--- src/rtl/mmss_timer.sv ---
// MM:SS up/down timer with run/stop, lap freeze, field adjust and a
// 4-digit multiplexed active-low 7-segment display driver.
module mmss_timer #(
  parameter int TICK_DIV  = 100000000,
  parameter int ADJ_DIV   = 50000000,
  parameter int SCAN_DIV  = 100000,
  parameter int BLINK_DIV = 25000000,
  parameter int MIN_MAX   = 59
) (
  input  logic        clk,
  input  logic        rst,
  input  logic        pause_tgl,
  input  logic        lap_tgl,
  input  logic        adj,
  input  logic        sel,
  input  logic        mode,
  output logic [15:0] bcd,
  output logic [3:0]  anodes,
  output logic [6:0]  segments,
  output logic        running,
  output logic        alarm,
  output logic [1:0]  dbg_state
);

  typedef enum logic [1:0] {
    S_STOP = 2'd0,
    S_RUN  = 2'd1,
    S_ADJ  = 2'd2,
    S_DONE = 2'd3
  } state_t;

  localparam int TW = $clog2(TICK_DIV);
  localparam int AW = $clog2(ADJ_DIV);
  localparam int SW = $clog2(SCAN_DIV);
  localparam int BW = $clog2(BLINK_DIV);
  localparam logic [TW-1:0] TICK_LAST  = TW'(TICK_DIV - 1);
  localparam logic [AW-1:0] ADJ_LAST   = AW'(ADJ_DIV - 1);
  localparam logic [SW-1:0] SCAN_LAST  = SW'(SCAN_DIV - 1);
  localparam logic [BW-1:0] BLINK_LAST = BW'(BLINK_DIV - 1);
  localparam logic [3:0]    MAX10      = 4'(MIN_MAX / 10);
  localparam logic [3:0]    MAX1       = 4'(MIN_MAX % 10);

  state_t        state_q, state_d;
  logic [TW-1:0] presc_q, presc_d;
  logic [AW-1:0] adj_cnt_q, adj_cnt_d;
  logic [SW-1:0] scan_cnt_q, scan_cnt_d;
  logic [1:0]    dig_q, dig_d;
  logic [BW-1:0] blink_cnt_q, blink_cnt_d;
  logic          blink_q, blink_d;
  logic [15:0]   bcd_q, bcd_d;
  logic          lap_hold_q, lap_hold_d;
  logic [15:0]   lap_q, lap_d;
  logic [3:0]    anodes_q, anodes_d;
  logic [6:0]    seg_q, seg_d;

  logic        sec_tick, adj_step, scan_last, blink_last, blank;
  logic [15:0] tick_val, disp;
  logic [3:0]  nib;

  function automatic logic [15:0] count_up(input logic [15:0] v);
    logic [3:0] m10, m1, s10, s1;
    {m10, m1, s10, s1} = v;
    if (s1 != 4'd9) s1 = s1 + 4'd1;
    else begin
      s1 = 4'd0;
      if (s10 != 4'd5) s10 = s10 + 4'd1;
      else begin
        s10 = 4'd0;
        if (m10 == MAX10 && m1 == MAX1) begin m10 = 4'd0; m1 = 4'd0; end
        else if (m1 == 4'd9) begin m1 = 4'd0; m10 = m10 + 4'd1; end
        else m1 = m1 + 4'd1;
      end
    end
    return {m10, m1, s10, s1};
  endfunction

  function automatic logic [15:0] count_down(input logic [15:0] v);
    logic [3:0] m10, m1, s10, s1;
    {m10, m1, s10, s1} = v;
    if (s1 != 4'd0) s1 = s1 - 4'd1;
    else begin
      s1 = 4'd9;
      if (s10 != 4'd0) s10 = s10 - 4'd1;
      else begin
        s10 = 4'd5;
        if (m10 == 4'd0 && m1 == 4'd0) begin m10 = MAX10; m1 = MAX1; end
        else if (m1 == 4'd0) begin m1 = 4'd9; m10 = m10 - 4'd1; end
        else m1 = m1 - 4'd1;
      end
    end
    return {m10, m1, s10, s1};
  endfunction

  // Adjust bumps one field only; no carry into the other field.
  function automatic logic [15:0] adj_inc(input logic [15:0] v, input logic sec_sel);
    logic [3:0] m10, m1, s10, s1;
    {m10, m1, s10, s1} = v;
    if (sec_sel) begin
      if (s10 == 4'd5 && s1 == 4'd9) begin s10 = 4'd0; s1 = 4'd0; end
      else if (s1 == 4'd9) begin s1 = 4'd0; s10 = s10 + 4'd1; end
      else s1 = s1 + 4'd1;
    end else begin
      if (m10 == MAX10 && m1 == MAX1) begin m10 = 4'd0; m1 = 4'd0; end
      else if (m1 == 4'd9) begin m1 = 4'd0; m10 = m10 + 4'd1; end
      else m1 = m1 + 4'd1;
    end
    return {m10, m1, s10, s1};
  endfunction

  function automatic logic [6:0] seg_decode(input logic [3:0] n);
    case (n)
      4'd0:    return 7'b1000000;
      4'd1:    return 7'b1111001;
      4'd2:    return 7'b0100100;
      4'd3:    return 7'b0110000;
      4'd4:    return 7'b0011001;
      4'd5:    return 7'b0010010;
      4'd6:    return 7'b0000010;
      4'd7:    return 7'b1111000;
      4'd8:    return 7'b0000000;
      4'd9:    return 7'b0010000;
      default: return 7'h7F;
    endcase
  endfunction

  assign sec_tick   = (state_q == S_RUN) && (presc_q == TICK_LAST);
  assign adj_step   = (state_q == S_ADJ) && (adj_cnt_q == ADJ_LAST);
  assign tick_val   = mode ? count_down(bcd_q) : count_up(bcd_q);
  assign scan_last  = (scan_cnt_q == SCAN_LAST);
  assign blink_last = (blink_cnt_q == BLINK_LAST);
  assign disp       = lap_hold_q ? lap_q : bcd_q;

  always_comb begin
    state_d = state_q;
    if (adj) state_d = S_ADJ;
    else begin
      case (state_q)
        S_STOP: if (pause_tgl && !(mode && bcd_q == 16'h0000)) state_d = S_RUN;
        S_RUN: begin
          if (pause_tgl) state_d = S_STOP;
          else if (sec_tick && mode && tick_val == 16'h0000) state_d = S_DONE;
        end
        S_ADJ:  state_d = S_STOP;
        S_DONE: if (pause_tgl) state_d = S_STOP;
        default: state_d = S_STOP;
      endcase
    end
  end

  always_comb begin
    bcd_d      = bcd_q;
    presc_d    = presc_q;
    adj_cnt_d  = '0;
    lap_hold_d = lap_hold_q;
    lap_d      = lap_q;
    if (sec_tick) bcd_d = tick_val;
    else if (adj_step) bcd_d = adj_inc(bcd_q, sel);
    // Prescaler only advances while staying in RUN; a fresh entry restarts it.
    if (state_q == S_RUN && state_d == S_RUN) presc_d = sec_tick ? '0 : presc_q + TW'(1);
    else if (state_d == S_RUN) presc_d = '0;
    if (state_q == S_ADJ) adj_cnt_d = adj_step ? '0 : adj_cnt_q + AW'(1);
    if (state_d != S_RUN) lap_hold_d = 1'b0;
    else if (state_q == S_RUN && lap_tgl) begin
      lap_hold_d = !lap_hold_q;
      if (!lap_hold_q) lap_d = bcd_q;
    end
  end

  always_comb begin
    scan_cnt_d  = scan_last ? '0 : scan_cnt_q + SW'(1);
    dig_d       = scan_last ? dig_q + 2'd1 : dig_q;
    blink_cnt_d = blink_last ? '0 : blink_cnt_q + BW'(1);
    blink_d     = blink_last ? !blink_q : blink_q;
    anodes_d    = ~(4'b1000 >> dig_d);
    case (dig_d)
      2'd0:    nib = disp[15:12];
      2'd1:    nib = disp[11:8];
      2'd2:    nib = disp[7:4];
      default: nib = disp[3:0];
    endcase
    // Digit slots 0/1 hold minutes, 2/3 seconds; dig_d[1] matches sel.
    blank = !blink_q && ((state_q == S_DONE) || (state_q == S_ADJ && dig_d[1] == sel));
    seg_d = blank ? 7'h7F : seg_decode(nib);
  end

  always_ff @(posedge clk or negedge rst) begin
    if (!rst) begin
      state_q     <= S_STOP;
      presc_q     <= '0;
      adj_cnt_q   <= '0;
      scan_cnt_q  <= '0;
      dig_q       <= 2'd0;
      blink_cnt_q <= '0;
      blink_q     <= 1'b0;
      bcd_q       <= 16'h0000;
      lap_hold_q  <= 1'b0;
      lap_q       <= 16'h0000;
      anodes_q    <= 4'b0111;
      seg_q       <= 7'b1000000;
    end else begin
      state_q     <= state_d;
      presc_q     <= presc_d;
      adj_cnt_q   <= adj_cnt_d;
      scan_cnt_q  <= scan_cnt_d;
      dig_q       <= dig_d;
      blink_cnt_q <= blink_cnt_d;
      blink_q     <= blink_d;
      bcd_q       <= bcd_d;
      lap_hold_q  <= lap_hold_d;
      lap_q       <= lap_d;
      anodes_q    <= anodes_d;
      seg_q       <= seg_d;
    end
  end

  assign bcd       = bcd_q;
  assign anodes    = anodes_q;
  assign segments  = seg_q;
  assign running   = (state_q == S_RUN);
  assign alarm     = (state_q == S_DONE);
  assign dbg_state = state_q;

endmodule

--- config.mk ---
export PLATFORM = sky130hd
export DESIGN_NAME = mmss_timer
export DESIGN_NICKNAME = d
export VERILOG_FILES = /design/src/rtl/mmss_timer.sv
export SDC_FILE = /design/constraint.sdc
export NUM_CORES = 1
export LEC_CHECK = 0
export CORE_UTILIZATION = 30
export DETAILED_ROUTE_END_ITERATION = 16
export HOLD_SLACK_MARGIN = 0.15
export PLACE_DENSITY = 0.55
export SYNTH_ARGS = -nofsm -noshare
export SYNTH_HDL_FRONTEND = slang
export SYNTH_SLANG_ARGS = --single-unit
export TNS_END_PERCENT = 5
--- constraint.sdc ---
create_clock -name clk -period 4.5 [get_ports clk]
set_input_delay 0.675 -clock clk [delete_from_list [all_inputs] [get_ports clk]]
set_output_delay 0.675 -clock clk [all_outputs]
set_load 0.02 [all_outputs]
==> metrics.cfg <==
[synth]
synth_edf_count=0
synth_area_leaders=dfrtp_1 39%, nor2_1 4.4%, xor2_1 4.1%
syn_area_um2=8965
yosysWarningCount=0
synth_area_leader_cell=dfrtp_1
async_flop_share=1.000
synth.most_common_cell=dfrtp_1
synth_nets=994
synth_top_family_by_area=simple AND/OR/NAND/NOR gates
ys.flop_type=dfrtp_1
synth_cell_types=85
muxShareOfSynthArea=0.05457
synth_area_per_cell_um2=9.261
synth_fa_ha_area_frac=0.02652
ys_seq_area_frac=0.4025
synth-xor-area-share=0.06448
yosys.area_share.simple=0.2551
yosys_register_bits=144
synth_top_area_frac=0.3908
synth_compound_area_frac=0.1385
yosys-top-cells-count=140 x dfrtp_1, 105 x nor2_1, 83 x nand2_1
synthCells=968

[setup_path]
cp_top_family=simple AND/OR/NAND/NOR gates
startpoint_type=flop
r2r-start=bcd[5]$_DFFE_PN0P_
r2r-end=presc_q[11]$_DFFE_PN0P_
cp_slowest_stage_delay_ns=0.59
r2r_cells=10
arrival_ns=4.07
path_max_fanout=16
end_kind=flop
worstPathCellList=inv_1 -> ha_1 -> nor3b_4 -> nand4_1 -> mux2_4 -> a2111o_1 -> a2111oi_4 -> and3_1 -> or2_1 -> o21ai_0
crit_required_ns=4.78
cp_slowest_cell=or2_1
r2r_setup_slack_ns=0.71
critPathBufInv=1
crit_type=reg -> reg

[clock_tree]
clk-insertion-delay-late_ns=0.43
cts.repair.resized=0
cts_max_level=4
cts_setup_buffers=0
cts_tree=yes
cts_hold_buffers=0
clockBufferDepth=2
clk_pin_slew_worst_paths_ns=0.07
cts.sinks=144
cts_root_buffer=clkbuf_16
cts_buffers=17

[timing]
hold_viol=0
worstMarginPinSlew_ns=0.9907
finalCritPeriodShare=0.8419
slew_headroom=0.3376
clock_skew_ns=0.009212
clock.fmax_mhz=263.9
rsz0062_at_grt=no
finalSetupViolations=0
timing.final.crit_period_ns=3.789
setup_tns_ns=0
drv_slew=0

[layout]
fin_nets=1004
fill_cells=2990
antenna_cells=0
drive_gt1_frac=0.1019
area_growth_syn_to_layout_pct=13.41
post-route-util=0.3504

[detailed_routing]
ant_nets=0
wl_mm=22.28
vias=7272
drt_pre_antenna_iters=5
drt-initial-drc-count=702
vias_per_cell=5.289
drcViolationCount=0
routedWlPerCell_um=16.20

[die]
start_util=0.3090
coreArea_um2=29010
io_pins=38
die_h_um=174.9
rows=62
die_w_um=174.9
dieArea_um2=30580

[placement]
dp_hpwl_mm=15.21
portBuffers=37
place.gp.congestion=0.8457

[pwr]
total_power_mw=2.991
peakVddDrop_mv=0.2648
power_density_nw_per_um2=294.2
leakage_nw=4.357

[grt]
grt_pass1_vias=6948
grt_util_all_layers=0.1522
grt-ovfl-total=0
grt_max_degree=86
antenna_found_initial=0
grt_first_pass_wirelength_mm=37.40

[job]
drv_cap=0

[hold_path]
hold_path.class=in -> async

[outcome]
status=completed

[power breakdown]
| group | internal, mW | leakage (nW) | total, mW | switching, mW |
|---|---|---|---|---|
| clock network | 0.881 | 0.297 | 1.48 | 0.603 |
| logic | 0.0626 | 2.15 | 0.160 | 0.0978 |
| registers | 1.32 | 1.91 | 1.35 | 0.0264 |
| total | 2.26 | 4.36 | 2.99 | 0.727 |
[through the flow]
| step | std cells | hold WS (ns) | cell area, µm² | worst slack (ns) |
|---|---|---|---|---|
| floorplan | 968 | 0.3794 | 8965 | 1.043 |
| global placement | 1343 | 0.4622 | 9558 | 0.6902 |
| detailed placement | 1343 | 0.4656 | 9558 | 0.7030 |
| CTS | 1375 | 0.3522 | 10170 | 0.7175 |
| global route | 1375 | 0.3987 | 10170 | 0.4534 |
| finish | 1375 | 0.2747 | 10170 | 0.7113 |
[worst max path at each step]
stage	slack (ns)	endpoint	cells past startpoint	start
5_1_grt	0.45	presc_q[4]$_DFFE_PN0P_	10	bcd[5]$_DFFE_PN0P_
3_5_place_dp	0.70	presc_q[11]$_DFFE_PN0P_	9	mode
3_3_place_gp	0.69	presc_q[4]$_DFFE_PN0P_	9	mode
2_1_floorplan	1.04	lap_q[10]$_DFFE_PN0P_	14	bcd[4]$_DFFE_PN0P_
6_report	0.71	presc_q[11]$_DFFE_PN0P_	10	bcd[5]$_DFFE_PN0P_
4_1_cts	0.72	presc_q[11]$_DFFE_PN0P_	10	bcd[5]$_DFFE_PN0P_
[cells in the final DEF (no fill, tap or decap), types with 20 or more instances in the layout]
master / Yosys / routed
a21oi_1: 33 / 33
and3_1: 31 / 31
dfrtp_1: 140 / 140
nor2_1: 105 / 105
a31oi_1: 20 / 20
inv_1: 27 / 27
nand3_1: 65 / 65
nand2_1: 83 / 83
nor3_1: 24 / 24
buf_4: 1 / 20
xnor2_1: 24 / 24
o21ai_0: 49 / 49
xor2_1: 42 / 42
clkdlybuf4s50_1: 0 / 36
[state kept, by name (all words and copies together), names as in the netlist]
name / flops
scan_cnt_q: 17
bcd: 16
segments: 7
lap_hold_q: 1
adj_cnt_q: 26
dbg_state: 2
anodes: 4
lap_q: 16
dig_q: 2
blink_q: 1
presc_q: 27
blink_cnt_q: 25
[kinds of logic after synthesis]
group                      Yosys count
DFF                                144
buffers and inverters               93
AOI/OAI and AO/OA                  182
and+or+nand+nor                    426
adders and majority gates           19
xor gates and xnor gates            66
muxes                               38
[metal layers]
layer	part of all wire	wire length, µm	vias up	GRT usage
met5	0	0	-	0
met4	0.017	370	0	0.05580
met3	0.047	1057	29	0.03003
met2	0.44	9730	185	0.2264
met1	0.50	11120	3566	0.2173
li1	-	-	3492	-
[layout make-up]
class                   count  area (µm²)  area share
clock inverters            14       180.2     0.01772
inverters                  27       101.3    0.009968
well taps                 384       480.5     0.04726
flip-flops and latches    144        3608      0.3549
clock buffers              18       429.2     0.04221
multi-input cells         731        4846      0.4766
repair buffers             57       521.8     0.05132
(Power assumes the default switching activity.)
